`config.mk`:
```
export PLATFORM = sky130hd
export DESIGN_NAME = imem_uart_loader
export DESIGN_NICKNAME = d
export VERILOG_FILES = /design/src/rtl/imem_uart_loader.sv
export SDC_FILE = /design/constraint.sdc
export NUM_CORES = 1
export LEC_CHECK = 0
export CAP_MARGIN = 20
export CORE_ASPECT_RATIO = 1.1
export CORE_MARGIN = 3
export CORE_UTILIZATION = 51
export DETAILED_ROUTE_END_ITERATION = 10
export HOLD_SLACK_MARGIN = 0.02
export PLACE_DENSITY = 0.78
export SYNTH_ARGS = -nofsm -noshare
export SYNTH_HDL_FRONTEND = slang
export SYNTH_SLANG_ARGS = --single-unit
```
`constraint.sdc`:
```
create_clock -name CLK -period 4.4 [get_ports CLK]
set_input_delay 0.66 -clock CLK [delete_from_list [all_inputs] [get_ports CLK]]
set_output_delay 0.66 -clock CLK [all_outputs]
set_load 0.05 [all_outputs]
```
`src/rtl/imem_uart_loader.sv`:
```
// UART programming sequencer for the instruction memory.
// Frames the received byte stream (sync, count, data, checksum), packs
// little-endian 32-bit words, issues one memory write per word and keeps
// the core in reset while a load is running or after a failed load.
module imem_uart_loader #(
  parameter int         MEM_WORDS      = 20,
  parameter logic [7:0] SYNC_BYTE      = 8'hA5,
  parameter int         TIMEOUT_CYCLES = 1000000
) (
  input  logic        CLK,
  input  logic        RST,
  input  logic        rx_valid,
  input  logic [7:0]  rx_data,
  input  logic [31:0] pc,
  output logic        imem_we,
  output logic [31:0] imem_a,
  output logic [31:0] imem_wd,
  output logic        core_hold,
  output logic        busy,
  output logic        load_done,
  output logic        load_err
);

  localparam int                 IDX_W     = (MEM_WORDS > 1) ? $clog2(MEM_WORDS) : 1;
  localparam int                 TMR_W     = $clog2(TIMEOUT_CYCLES + 1);
  localparam logic [7:0]         MAX_COUNT = 8'(MEM_WORDS);
  localparam logic [TMR_W-1:0]   TMR_LAST  = TMR_W'(TIMEOUT_CYCLES - 1);

  typedef enum logic [2:0] {
    S_IDLE, S_COUNT, S_DATA, S_WRITE, S_CHECK, S_DONE, S_ERR
  } state_t;

  state_t             state_q, state_d;
  logic [IDX_W-1:0]   word_idx_q;
  logic [1:0]         byte_idx_q;
  logic [7:0]         count_q;
  logic [7:0]         csum_q;
  logic [23:0]        buffer_q;   // lower three bytes; the fourth goes straight into the word
  logic [31:0]        word_q;
  logic               skid_v_q;
  logic [7:0]         skid_q;
  logic [TMR_W-1:0]   timer_q;
  logic               core_hold_q;
  logic               load_err_q;

  logic               byte_v;
  logic [7:0]         byte_d;
  logic               timed_out;
  logic               last_word;

  // Byte source: a byte parked in the skid register during WRITE takes priority.
  assign byte_v    = skid_v_q | rx_valid;
  assign byte_d    = skid_v_q ? skid_q : rx_data;
  assign timed_out = !byte_v && (timer_q == TMR_LAST);
  assign last_word = (8'(word_idx_q) == (count_q - 8'd1));

  // State register.
  // NOTE: sequential state uses non-blocking assignments so every flop samples pre-edge values.
  always_ff @(posedge CLK or posedge RST) begin
    if (RST) state_q <= S_IDLE;
    else     state_q <= state_d;
  end

  // Next-state and output decode.
  // NOTE: every combinational output gets a default first so no latch is inferred.
  always_comb begin
    state_d   = state_q;
    imem_we   = 1'b0;
    load_done = 1'b0;
    busy      = (state_q != S_IDLE);
    imem_a    = pc;
    if (state_q != S_IDLE) imem_a = {{(30 - IDX_W){1'b0}}, word_idx_q, 2'b00};
    case (state_q)
      S_IDLE:  if (rx_valid && rx_data == SYNC_BYTE) state_d = S_COUNT;
      S_COUNT: begin
        if (byte_v) state_d = (byte_d == 8'd0 || byte_d > MAX_COUNT) ? S_ERR : S_DATA;
        else if (timed_out) state_d = S_ERR;
      end
      S_DATA: begin
        if (byte_v) begin
          if (byte_idx_q == 2'd3) state_d = S_WRITE;
        end else if (timed_out) begin
          state_d = S_ERR;
        end
      end
      S_WRITE: begin
        imem_we = 1'b1;
        state_d = last_word ? S_CHECK : S_DATA;
      end
      S_CHECK: begin
        if (byte_v) state_d = (byte_d == csum_q) ? S_DONE : S_ERR;
        else if (timed_out) state_d = S_ERR;
      end
      S_DONE: begin
        load_done = 1'b1;
        state_d   = S_IDLE;
      end
      S_ERR:   state_d = S_IDLE;
      default: state_d = S_IDLE;
    endcase
  end

  // Datapath: framing counters, word assembly, checksum, skid, timer and status flags.
  always_ff @(posedge CLK or posedge RST) begin
    if (RST) begin
      word_idx_q  <= '0;
      byte_idx_q  <= '0;
      count_q     <= '0;
      csum_q      <= '0;
      buffer_q    <= '0;
      word_q      <= '0;
      skid_v_q    <= 1'b0;
      skid_q      <= '0;
      timer_q     <= '0;
      core_hold_q <= 1'b0;
      load_err_q  <= 1'b0;
    end else begin
      skid_v_q <= (state_q == S_WRITE) && rx_valid;
      if (state_q == S_WRITE) skid_q <= rx_data;

      if (state_q == S_COUNT || state_q == S_DATA || state_q == S_WRITE || state_q == S_CHECK)
        timer_q <= byte_v ? '0 : timer_q + TMR_W'(1);
      else
        timer_q <= '0;

      case (state_q)
        S_IDLE: begin
          if (rx_valid && rx_data == SYNC_BYTE) begin
            core_hold_q <= 1'b1;
            load_err_q  <= 1'b0;
          end
        end
        S_COUNT: begin
          if (state_d == S_DATA) begin
            count_q    <= byte_d;
            word_idx_q <= '0;
            byte_idx_q <= '0;
            csum_q     <= '0;
          end
        end
        S_DATA: begin
          if (byte_v) begin
            csum_q     <= csum_q ^ byte_d;
            byte_idx_q <= byte_idx_q + 2'd1;
            case (byte_idx_q)
              2'd0:    buffer_q[7:0]   <= byte_d;
              2'd1:    buffer_q[15:8]  <= byte_d;
              2'd2:    buffer_q[23:16] <= byte_d;
              default: word_q          <= {byte_d, buffer_q};
            endcase
          end
        end
        S_WRITE: if (!last_word) word_idx_q <= word_idx_q + IDX_W'(1);
        S_DONE:  core_hold_q <= 1'b0;
        default: ;
      endcase

      if (state_d == S_ERR) load_err_q <= 1'b1;
    end
  end

  assign imem_wd   = word_q;
  assign core_hold = core_hold_q;
  assign load_err  = load_err_q;

endmodule

```
# --- After elaboration in Yosys (flattened, before gate mapping) ---
# Index checks and enable logic that the tools add are counted.
op_classes:
  addsub: 4
  n_eq_ne: 18
  muxes: 30
  n_bitwise: 3
  reduce_logical: 27
  magnitude_cmp: 1
op_table:
  columns: ["cell", "n"]
  rows:
  - ["$mux 20", 2]
  - ["$mux 32", 1]
  - ["$mux 3", 8]
  - ["$mux 8", 3]
  - ["$add 20x1->20 const B", 1]
  - ["$eq 20x20->1 const B", 1]
  - ["$reduce_and 3->1", 6]
  - ["$pmux 8 s2", 1]
  - ["$pmux 3 s5", 1]
  - ["$mux 5", 2]
  - ["$pmux 5 s2", 1]
  - ["$reduce_bool 2->1", 5]
  - ["$eq 3x2->1 const B", 3]
  - ["$eq 3x3->1 const B", 3]
  - ["$eq 5x8->1", 1]
  - ["$eq 8x8->1", 1]
  - ["$eq 8x8->1 const B", 1]
  - ["$gt 8x5->1 const B", 1]
  - ["$logic_not 8->1", 1]
  - ["$sub 8x1->8 const B", 1]
  - ["$xor 8x8->8", 1]
  - ["$mux 1", 6]
  - ["$mux 2", 3]
  - ["$ne 2x2->1 const B", 3]
  - ["18 further kinds", 26]
totals:
  inputBits: 43
  regBits: 113
  out_inout_bits: 69
  elab_cells: 97

# --- Longest topological paths before layout ---
depth:
  word_depth: 9
  depth_mapped: 12
  ltp_nobuf: 10

# --- Worst setup path after synthesis ---
# OpenSTA, ideal clock, no wires.
synth_path:
  kind: "input port to flip-flop"
  from: "input rx_data[5]"
  to: "register byte_idx_q[0]"
  setup_ns: 0.125
  path_stages: 8
  n_path_buf: 1
  path_slack_ns: 1.534
  t_required_ns: 4.275
  arrival_time_ns: 2.741
  cell_sequence: "mux2i_2 > o21ai_1 > a311o_1 > or4_1 > buf_2 > nor4_4 > nor2_2 > mux2_4"
synth_via:
  elab_chain_cells: 9
  elab_cells_between_ends: 16
  classes_between: "1 x order compare; 4 x eq/ne; 7 x mux; 4 x reduce/logical"
synth_lines:
  columns: ["item", "line_no", "source"]
  rows:
  - ["from (decl)", "13", "input logic [7:0] rx_data,"]
  - ["$mux 8", "53", "assign byte_d = skid_v_q ? skid_q : rx_data;"]
  - ["$gt 8x5->1 / $logic_not 8->1 (equally long branches)", "76", "if (byte_v) state_d = (byte_d == 8'd0 || byte_d > MAX_COUNT) ? S_ERR : S_DATA;"]
  - ["$logic_or 1x1->1", "76", null]
  - ["$mux 3 (2 in a row)", "76", null]
  - ["$pmux 3 s5 (*)", "73", "case (state_q)"]
  - ["via state_d[2]", "33", "state_t state_q, state_d;"]
  - ["$eq 3x2->1 (*)", "134", "if (state_d == S_DATA) begin"]
  - ["$ne 2x1->1 (no source line) (*)", null, null]
  - ["$reduce_and 3->1 (no source line) (*)", null, null]
  - ["to (signal assigned)", "144", "byte_idx_q <= byte_idx_q + 2'd1;"]
  - ["to (decl)", "35", "logic [1:0] byte_idx_q;"]
# The timed path passes the listed nets; every way through them passes the cells marked *.
# A chain may end at the register's enable or synchronous reset.

# --- Worst setup path after layout ---
layout_path:
  from: "register skid_v_q"
  to: "register count_q[7]"
layout_via:
  elab_chain_cells: 8
  elab_cells_between_ends: 17
  classes_between: "1 x order compare; 2 x eq/ne; 8 x mux; 1 x bitwise; 5 x reduce/logical"
layout_lines:
  columns: ["item", "line_no", "source"]
  rows:
  - ["from (decl)", "40", "logic skid_v_q;"]
  - ["from (signal assigned)", "118", "skid_v_q <= (state_q == S_WRITE) && rx_valid;"]
  - ["$mux 8 / $or 1x1->1 (equally long branches)", "53, 52", null]
  - ["$gt 8x5->1 (tied with other cells)", "76", null]
  - ["$logic_or 1x1->1 / $logic_and 1x1->1 (equally long branches)", "76, 54", null]
  - ["$mux 3, on equally long branches", null, null]
  - ["$mux 3, on equally long branches", "76, 80, 91", null]
  - ["$pmux 3 s5", "73", null]
  - ["$eq 3x2->1", "134", null]
  - ["$reduce_and 2->1 (no source line)", null, null]
  - ["to (signal assigned)", "135", "count_q <= byte_d;"]
  - ["to (decl)", "36", "logic [7:0] count_q;"]
# Parallel ways exist; a longest one is shown, timed or not.

==> impl_metrics.ini <==
[outcome]
outcome = completed

[grt]
antenna_found_initial = 0
grt_usage_pct = 23.9
grt_pass1_wl_um = 22600
grt_overflow = 0
grtUsageMet1_pct = 27.5
grt_pass1_vias = 4804
grt_util_met3_pct = 7.95
grt_util_met2_pct = 40.4
grt_start_max_net_pins = 58
grt.busiest_layer = met2

[timing]
worst_pin_slew_ns = 0.793
skew_ns = 0.00613
setup_viol = 0
slew_viol_final = 0
fin_crit_sh_pct = 81.0
hold_viol = 0
maxSlewHeadroom_pct = 47.1
min_period_ns = 3.56
fmax_mhz = 281
fin_tns_setup_ns = 0
grt_setup_unrepaired = no

[cts]
cts-root-buf = clkbuf_8
cts_resized = 0
clock_latency_ns = 0.52
htree_levels = 4
cts_tree = built
cts_setup_buffers = 0
cts.clk_slew.worst_paths_ns = 0.06
numCtsBuffers = 17
clock-sinks = 113
cts-hold-fix-buffers = 0
clockBufferDepth = 2

[floorplan]
dieHeight_um = 114
ios = 112
die_area_um2 = 11900
rows = 38
start_util_pct = 53.6
coreArea_um2 = 10100
die-width_um = 104

[logic_synthesis]
async_reset_ff_share_pct = 100
synthTopCellsByArea = dfrtp_1 52%, nand2_1 6.4%, mux2_2 5.0%
synth_cell_types = 54
synth_fp_nets = 591
synth-edff-count = 0
netlist_area_um2 = 5420
ys_seq_area_share_pct = 52.1
synth_top_cell_by_area = dfrtp_1
synth_top_area_share_pct = 52.1
syn_inst = 540
synth-seq-cells = 113
ys_warn_count = 0
syn_avg_cell_area_um2 = 10.0
synthFlopType = dfrtp_1

[finish]
area_delta_synth_final_pct = 34.7
seq_area_um2 = 2830
mostFrequentLayoutCells = 113 x dfrtp_1, 111 x clkdlybuf4s50_1, 93 x nand2_1
insertedDiodeCount = 0
layout.nets = 708
multi_input_area_um2 = 2430
drive_above_1_share_pct = 11.8
postLayoutCellArea_um2 = 7310
fill_cells = 739
final_common_cell = dfrtp_1

[critical_path]
end_kind = flip-flop
path_max_fanout = 19
r2r_slack_ns = 0.84
timing.rr.start = skid_v_q
regToRegEndpoint = count_q[7]
cp.required_ns = 4.81
worstPathArrival_ns = 3.98
path_cells = mux2i_2 -> o21ai_1 -> a311o_1 -> or4_1 -> nor4_4 -> buf_4 -> and2b_1
ff2ff_path_depth = 7
critPathKind = flip-flop to flip-flop
crit_buf_inv = 1
startpoint_type = flip-flop
critical_path.top_delay_family = simple AND/OR/NAND/NOR gates
critPathMaxStageDelay_ns = 0.85
slowest_stage = dfrtp_1

[worst_hold_path]
hold_class = flip-flop to flip-flop
hold_start = buffer_q[11]
hold_end = buffer_q[11]
whs_path_depth = 2

[power_and_ir_drop]
vdd_ir_drop_max_mv = 0.531
p_leak_nw = 3.21
power.density_nw_per_um2 = 794

[placement]
gp_congestion = 0.869
portBuffers = 111
dpl_cell_area_um2 = 6690
dpl.hpwl_um = 9340

[drt]
via_per_inst = 5.58
routed_wl_um = 13300
wl_per_cell_um = 16.4
ant_nets = 0
vias = 4522
firstDrtPassIters = 5
drcViolationCount = 0
first_iter_violations = 287

[job]
maxCapViolations = 0
[cells in the mapped netlist (all sizes together) (2+ instances only)]
master     n
a31oi      2
nor3      12
a21o       2
nor4       4
clkbuf    18
ha         8
nand4b     3
nand4      7
a21oi     14
and3b      2
buf        7
a2111oi    3
or3        7
and3       4
or3b       2
o21ai     43
nand3     15
inv       13
mux2i      9
xnor2     16
nor3b      4
a22o       6
dfrtp    113
xor2      11
or4        3
mux2      25
nor2b      5
and2      28
nand2     93
o32ai      4
o31ai      6
nor2      36
nand2b     3
[sequential cells by signal, summed over array words and instances (netlist names)]
register    count
buffer_q       24
byte_idx_q      2
core_hold       1
count_q         8
csum_q          8
imem_wd        32
load_err        1
skid_q          8
skid_v_q        1
state_q         3
timer_q        20
word_idx_q      5
[per-layer routing]
metal | vias to the layer above | part of all wire [%]
li1 | 2107 | -
met1 | 2180 | 41
met2 | 196 | 49
met3 | 39 | 7.1
met4 | 0 | 3.2
met5 | - | 0
[area by class of cell]
cell class                      count  share of cell area, %
Sequential cell                   113                   38.7
Multi-Input combinational cell    389                   33.3
Timing Repair Buffer              123                   16.4
Clock buffer                       19                   5.91
Clock inverter                     13                   2.53
Tap cell                          140                   2.40
Inverter                           13                  0.702
[tightest hold or removal path, delay by kind of cell (launching register included)]
kind	cells	cell delay, ns
simple gates	1	0.05
flops	1	0.34
compound gates	1	0.06
[cell families after synthesis]
logic type / share of synthesized area, %
simple gates: 21.1
compound gates: 9.90
mux: 7.13
fa+ha+maj: 1.85
flops: 52.1
buf+inv: 3.09
xor+xnor: 4.77
[stage by stage]
stage / setup slack [ns] / cells / hold WS, ns / utilization (%) / total power [mW]
2_1_floorplan: 0.753 / 540 / 0.446 / - / 3.53
3_3_place_gp: 0.802 / 778 / 0.457 / 66.0 / 4.31
3_5_place_dp: 0.728 / 778 / 0.472 / 66.0 / 4.39
4_1_cts: 0.889 / 810 / 0.485 / 72.1 / 5.84
5_1_grt: 0.694 / 810 / 0.508 / 72.1 / 6.10
6_report: 0.838 / 810 / 0.482 / 72.1 / 5.80
[power breakdown]
group          internal [mW]  switching, mW
Combinational          0.968           1.67
Sequential              1.42          0.316
Clock                  0.934          0.490
[worst max path at each step]
stage                       end  startpoint  depth (start not counted)  slack, ns
floorplan           buffer_q[0]         RST                          1       0.75
global placement     count_q[7]  rx_data[5]                          8       0.80
detailed placement   count_q[7]  rx_data[5]                          8       0.73
CTS                     imem_we  state_q[1]                          5       0.89
global route         count_q[3]    skid_v_q                          8       0.69
finish               count_q[7]    skid_v_q                          7       0.84
Note: power is estimated with default switching activity, not from simulation.
